[src/rtl/if_fetch_unit_pkg.sv]
// Shared definitions for the fetch stage: FSM state encoding, reset PC
// default, the NOP word used to clear inst_out, and the alignment test.
package if_fetch_unit_pkg;

  localparam logic [31:0] RESET_PC_DEFAULT = 32'hBFC0_0000;
  localparam logic [31:0] INST_NOP         = 32'h0000_0000;

  typedef enum logic [2:0] {
    BOOT  = 3'd0,
    FETCH = 3'd1,
    VALID = 3'd2,
    DRAIN = 3'd3,
    ERR   = 3'd4
  } state_e;

  // Instructions are word aligned; any low-bit set is a fetch fault.
  function automatic logic misaligned(input logic [1:0] lo);
    return lo != 2'b00;
  endfunction

endpackage

[src/rtl/if_fetch_unit_pc_reg.sv]
// Load-enable register holding the fetch PC.
// Ports: clk, rst_n (async, active low), load (enable), d (new value),
//        q (current value, RESET_PC after reset).
module if_fetch_unit_pc_reg #(
  parameter int unsigned       WIDTH    = 32,
  parameter logic [WIDTH-1:0]  RESET_PC = '0
) (
  input  logic             clk,
  input  logic             rst_n,
  input  logic             load,
  input  logic [WIDTH-1:0] d,
  output logic [WIDTH-1:0] q
);

  logic [WIDTH-1:0] q_q;
  logic [WIDTH-1:0] q_d;

  always_comb begin
    q_d = q_q;
    if (load) q_d = d;
  end

  always_ff @(posedge clk or negedge rst_n) begin
    if (!rst_n) q_q <= RESET_PC;
    else        q_q <= q_d;
  end

  assign q = q_q;

endmodule

[src/rtl/if_fetch_unit.sv]
// Fetch stage: holds the PC, runs one req/ack instruction-memory transaction
// per instruction and hands the word plus its PC to ID with valid/stall.
// Ports:
//   clk, rst_n            clock, async active-low reset
//   next_pc               next PC from the upstream mux
//   redirect              load next_pc now, drop any in-flight instruction
//   stall                 ID cannot accept; hold the presented instruction
//   imem_req/imem_addr    memory request and its address (= pc)
//   imem_ack/imem_rdata   memory response
//   inst_valid/inst_out/pc_out  instruction presented to ID
//   addr_err              fetch halted on a misaligned PC
module if_fetch_unit
  import if_fetch_unit_pkg::*;
#(
  parameter int unsigned      WIDTH    = 32,
  parameter logic [WIDTH-1:0] RESET_PC = WIDTH'(RESET_PC_DEFAULT)
) (
  input  logic             clk,
  input  logic             rst_n,
  input  logic [WIDTH-1:0] next_pc,
  input  logic             redirect,
  input  logic             stall,
  output logic             imem_req,
  output logic [WIDTH-1:0] imem_addr,
  input  logic             imem_ack,
  input  logic [WIDTH-1:0] imem_rdata,
  output logic             inst_valid,
  output logic [WIDTH-1:0] inst_out,
  output logic [WIDTH-1:0] pc_out,
  output logic             addr_err
);

  state_e           state_q, state_d;
  logic             pc_load;
  logic [WIDTH-1:0] pc_nxt;
  logic [WIDTH-1:0] pc_q;
  // Redirect target parked while an abandoned request drains; pc itself keeps
  // the old address so imem_addr stays stable with imem_req high.
  logic [WIDTH-1:0] tgt_q, tgt_d;
  logic             inst_valid_q, inst_valid_d;
  logic [WIDTH-1:0] inst_out_q, inst_out_d;
  logic [WIDTH-1:0] pc_out_q, pc_out_d;

  if_fetch_unit_pc_reg #(
    .WIDTH    (WIDTH),
    .RESET_PC (RESET_PC)
  ) u_pc_reg (
    .clk   (clk),
    .rst_n (rst_n),
    .load  (pc_load),
    .d     (pc_nxt),
    .q     (pc_q)
  );

  // State and output registers
  always_ff @(posedge clk or negedge rst_n) begin
    if (!rst_n) begin
      state_q      <= BOOT;
      tgt_q        <= RESET_PC;
      inst_valid_q <= 1'b0;
      inst_out_q   <= WIDTH'(INST_NOP);
      pc_out_q     <= RESET_PC;
    end else begin
      state_q      <= state_d;
      tgt_q        <= tgt_d;
      inst_valid_q <= inst_valid_d;
      inst_out_q   <= inst_out_d;
      pc_out_q     <= pc_out_d;
    end
  end

  // Next state and register updates; redirect wins in every state
  always_comb begin
    state_d      = state_q;
    pc_load      = 1'b0;
    pc_nxt       = next_pc;
    tgt_d        = tgt_q;
    inst_valid_d = inst_valid_q;
    inst_out_d   = inst_out_q;
    pc_out_d     = pc_out_q;
    unique case (state_q)
      BOOT: begin
        if (redirect) begin
          pc_load = 1'b1;
          state_d = misaligned(next_pc[1:0]) ? ERR : FETCH;
        end else begin
          state_d = misaligned(pc_q[1:0]) ? ERR : FETCH;
        end
      end
      FETCH: begin
        if (redirect) begin
          inst_valid_d = 1'b0;
          if (imem_ack) begin
            pc_load = 1'b1;
            state_d = misaligned(next_pc[1:0]) ? ERR : FETCH;
          end else begin
            tgt_d   = next_pc;
            state_d = DRAIN;
          end
        end else if (imem_ack) begin
          inst_out_d   = imem_rdata;
          pc_out_d     = pc_q;
          inst_valid_d = 1'b1;
          state_d      = VALID;
        end
      end
      VALID: begin
        if (redirect || !stall) begin
          pc_load      = 1'b1;
          inst_valid_d = 1'b0;
          state_d      = misaligned(next_pc[1:0]) ? ERR : FETCH;
        end
      end
      DRAIN: begin
        if (redirect) tgt_d = next_pc;
        if (imem_ack) begin
          pc_load = 1'b1;
          pc_nxt  = redirect ? next_pc : tgt_q;
          state_d = misaligned(pc_nxt[1:0]) ? ERR : FETCH;
        end
      end
      ERR: begin
        if (redirect && !misaligned(next_pc[1:0])) begin
          pc_load = 1'b1;
          state_d = FETCH;
        end
      end
      default: state_d = BOOT;
    endcase
  end

  // Outputs decoded from state or taken straight from registers
  always_comb begin
    imem_req   = (state_q == FETCH) || (state_q == DRAIN);
    addr_err   = (state_q == ERR);
    imem_addr  = pc_q;
    inst_valid = inst_valid_q;
    inst_out   = inst_out_q;
    pc_out     = pc_out_q;
  end

endmodule

[config.mk]
export PLATFORM = sky130hd
export DESIGN_NAME = if_fetch_unit
export DESIGN_NICKNAME = d
export VERILOG_FILES = /design/src/rtl/if_fetch_unit_pkg.sv /design/src/rtl/if_fetch_unit_pc_reg.sv /design/src/rtl/if_fetch_unit.sv
export SDC_FILE = /design/constraint.sdc
export NUM_CORES = 1
export LEC_CHECK = 0
export ABC_AREA = 1
export CAP_MARGIN = 20
export CORE_MARGIN = 2
export CORE_UTILIZATION = 49
export DETAILED_ROUTE_END_ITERATION = 12
export GPL_ROUTABILITY_DRIVEN = 0
export PLACE_DENSITY = 0.81
export REMOVE_ABC_BUFFERS = 1
export SYNTH_ARGS = -nofsm -noshare
export SYNTH_HDL_FRONTEND = slang
export SYNTH_SLANG_ARGS = --single-unit
[constraint.sdc]
create_clock -name clk -period 2 [get_ports clk]
set_clock_uncertainty 0.2 [all_clocks]
set_input_delay 0.3 -clock clk [delete_from_list [all_inputs] [get_ports clk]]
set_output_delay 0.3 -clock clk [all_outputs]
set_load 0.02 [all_outputs]
==> results.py <==
metrics = {
    "run_status": {
        "status": "finished, final reports clean",
    },
    "placed_design": {
        "numPlacedInstances": 1157,
        "hpwl_um": 12100,
        "portBuffers": 167,
        "place_ws_ns": 0.0643,
        "placed_cell_area_um2": 8440,
    },
    "worst_setup_path": {
        "cp_num_buf_inv": 1,
        "reg2reg_from": "state_q[0]$_DFFE_PN0P_",
        "worstSetupStartpointType": "register",
        "cp_num_cells": 1,
        "reg2reg_depth": 8,
        "path_cells": "clkdlybuf4s50_1",
        "crit_path_max_fanout": 4,
        "cpPeakStageDelay_ns": 0.63,
        "cp_slowest_cell": "clkdlybuf4s50_1",
        "cp_data_required_time_ns": 1.50,
        "r2r-end": "tgt_q[15]$_DFFE_PN0P_",
        "path_class": "register to output port",
        "reg2reg_slack_ns": 0.23,
        "crit_family": "buffers and inverters",
        "crit_path_start": "u_pc_reg.q[1]$_DFFE_PN0P_",
        "cp-endpoint": "imem_addr[1]",
        "critical_path_arrival_ns": 1.48,
        "crit_path_end_kind": "output port",
    },
    "routing": {
        "firstDrtPassIters": 5,
        "antenna_left": 0,
        "wl_met3_um": 1240,
        "wl_met1_um": 7950,
        "routedWlPerCell_um": 15.4,
        "via_per_inst": 5.24,
        "vias": 6234,
        "dr_wl_met2_um": 8790,
        "drtIter0Drc": 496,
        "drc": 0,
        "top_layer_used": "met4",
        "routed_wl_um": 18300,
    },
    "die": {
        "fp.coreArea_um2": 12600,
        "ios": 168,
        "die_w_um": 118,
        "dieArea_um2": 13900,
        "start_util_pct": 50.3,
        "fp.dieH_um": 118,
        "num_rows": 41,
    },
    "timing": {
        "fin_tns_setup_ns": 0,
        "finalMaxSlewViolations": 0,
        "hold_viol_final": 0,
        "worst_slew_pin_slew_ns": 0.480,
        "setup_viol": 0,
        "worst_hold_slack_ns": 0.151,
        "fmax_mhz": 505,
        "slew_headroom_pct": 68.0,
        "finalCritPeriodShare_pct": 99.0,
        "fin_ws_ns": 0.0207,
        "finalCriticalPeriod_ns": 1.98,
        "rsz0062_at_grt": "false",
    },
    "logic_synthesis": {
        "ys_warn_count": 0,
        "synth_seq_cells": 132,
        "syn_avg_cell_area_um2": 7.67,
        "syn_area_um2": 6340,
        "synth_cell_types": 25,
        "ys_seq_area_share_pct": 52.6,
        "synthCells": 827,
    },
    "global_routing": {
        "grt_pass1_wl_um": 30000,
        "antenna_found_initial": 0,
        "grtUsageTotal_pct": 26.9,
        "grt_max_degree": 59,
        "grt_pass1_vias": 5858,
        "grt_overflow": 0,
    },
    "clock_tree": {
        "cts_sinks": 132,
        "clockBufferDepth": 2,
        "cts_tree": "yes",
        "clk_pin_slew_worst_paths_ns": 0.06,
        "cts_setup_buffers": 0,
        "ctsHtreeMaxLevel": 4,
        "cts_buffers": 17,
        "clk_latency_ns": 0.42,
        "clockRootBuffer": "clkbuf_16",
    },
    "layout": {
        "finalNonFillerCells": 1190,
        "num_antenna_cells": 0,
        "most-common-layout-cells": "nand2_1 (360), clkdlybuf4s50_1 (142), dfrtp_1 (105), nand3_1 (75), o21ai_0 (52)",
        "layout-drive-gt1-share_pct": 12.8,
        "design_area_um2": 9070,
        "final_common_cell": "nand2_1",
        "final_nets": 1074,
        "syn2layout_area_growth_pct": 43.0,
        "fillers": 977,
    },
    "min_path": {
        "hp-class": "input pin to register",
    },
    "job": {
        "cap_viol_max_count": 0,
    },
    "power_and_ir_drop": {
        "peakVddDrop_mv": 0.819,
        "cellPowerDensity_nw_per_um2": 1630,
        "leakagePower_nw": 4.45,
    },
}
[report_power, final]
part / switching (mW) / total (mW) / internal [mW] / leakage (nW)
clock: 1.17 / 3.41 / 2.24 / 0.309
combinational: 3.68 / 6.47 / 2.79 / 2.58
sequential: 0.795 / 4.91 / 4.12 / 1.56
[routing by layer]
metal,track usage [%],vias up
met5,0,-
met4,9.04,0
met3,5.96,24
met2,44.4,252
met1,35.3,2946
li1,-,3012
[stage by stage]
step / power [mW] / util, %
6_report: 14.8 / 71.9
5_1_grt: 15.7 / 71.9
4_1_cts: 14.9 / 71.9
3_5_place_dp: 11.5 / 66.9
3_3_place_gp: 11.3 / 66.9
2_1_floorplan: 8.16 / -
[cells in the mapped netlist]
library cell  number  area (µm²)
a21oi_1            6        30.0
and2_0             6        37.5
buf_1              1        3.75
buf_2             22         110
buf_4              1        7.51
buf_6              3        33.8
clkbuf_1          25        93.8
dfrtp_1          105        2630
dfstp_2           27         709
inv_1             18        67.6
inv_2              4        15.0
nand2_1          361        1360
nand2_2            1        6.26
nand3_1           76         380
nand3_2            1        10.0
nand4_1            2        12.5
nor2_1            49         184
nor2_2             1        6.26
nor2_4             2        22.5
nor3_1            32         160
o211ai_1           1        7.51
o21a_1             6        45.0
o21ai_0           52         260
o22ai_1           13        81.3
or2_2             12        75.1
[how the worst min path moves through the flow]
stage / end / cells past startpoint / from / slack [ns]
after CTS: state_q[1]$_DFFE_PN0P_ / 4 / redirect / 0.13
after global placement: inst_out[7]$_DFFE_PN0P_ / 1 / rst_n / 0.07
final: state_q[1]$_DFFE_PN0P_ / 4 / redirect / 0.15
after floorplan: inst_out[0]$_DFFE_PN0P_ / 0 / rst_n / -0.20
after detailed placement: inst_out[7]$_DFFE_PN0P_ / 1 / rst_n / 0.07
after global routing: state_q[1]$_DFFE_PN0P_ / 4 / redirect / 0.18
[repair_timing]
item / CTS / global route
resized for setup: 21 / 5
setup endpoints to repair: 20 / 4
endpoints found under the hold margin: 66 / 0
hold buffers: 1 / 0
[cells by family (layout without fill, tap and decap cells)]
family / Yosys count / count (layout) / share of synthesized area, %
compound gates: 78 / 78 / 6.69
buf+inv: 74 / 265 / 5.23
simple gates: 543 / 543 / 35.5
flops: 132 / 132 / 52.6
[sequential cells by signal, summed over array words and instances (netlist names)]
name        count
inst_out       32
inst_valid      1
pc_out         32
state_q         3
tgt_q          32
u_pc_reg.q     32
[final cells by class]
type | instances | area (µm²) | share of cell area (%)
Clock buffer | 19 | 443 | 4.88
Clock inverter | 13 | 205 | 2.26
Inverter | 22 | 82.6 | 0.910
Multi-Input combinational cell | 621 | 2690 | 29.7
Sequential cell | 132 | 3340 | 36.8
Tap cell | 172 | 215 | 2.37
Timing Repair Buffer | 211 | 2090 | 23.1
(Power assumes the default switching activity.)
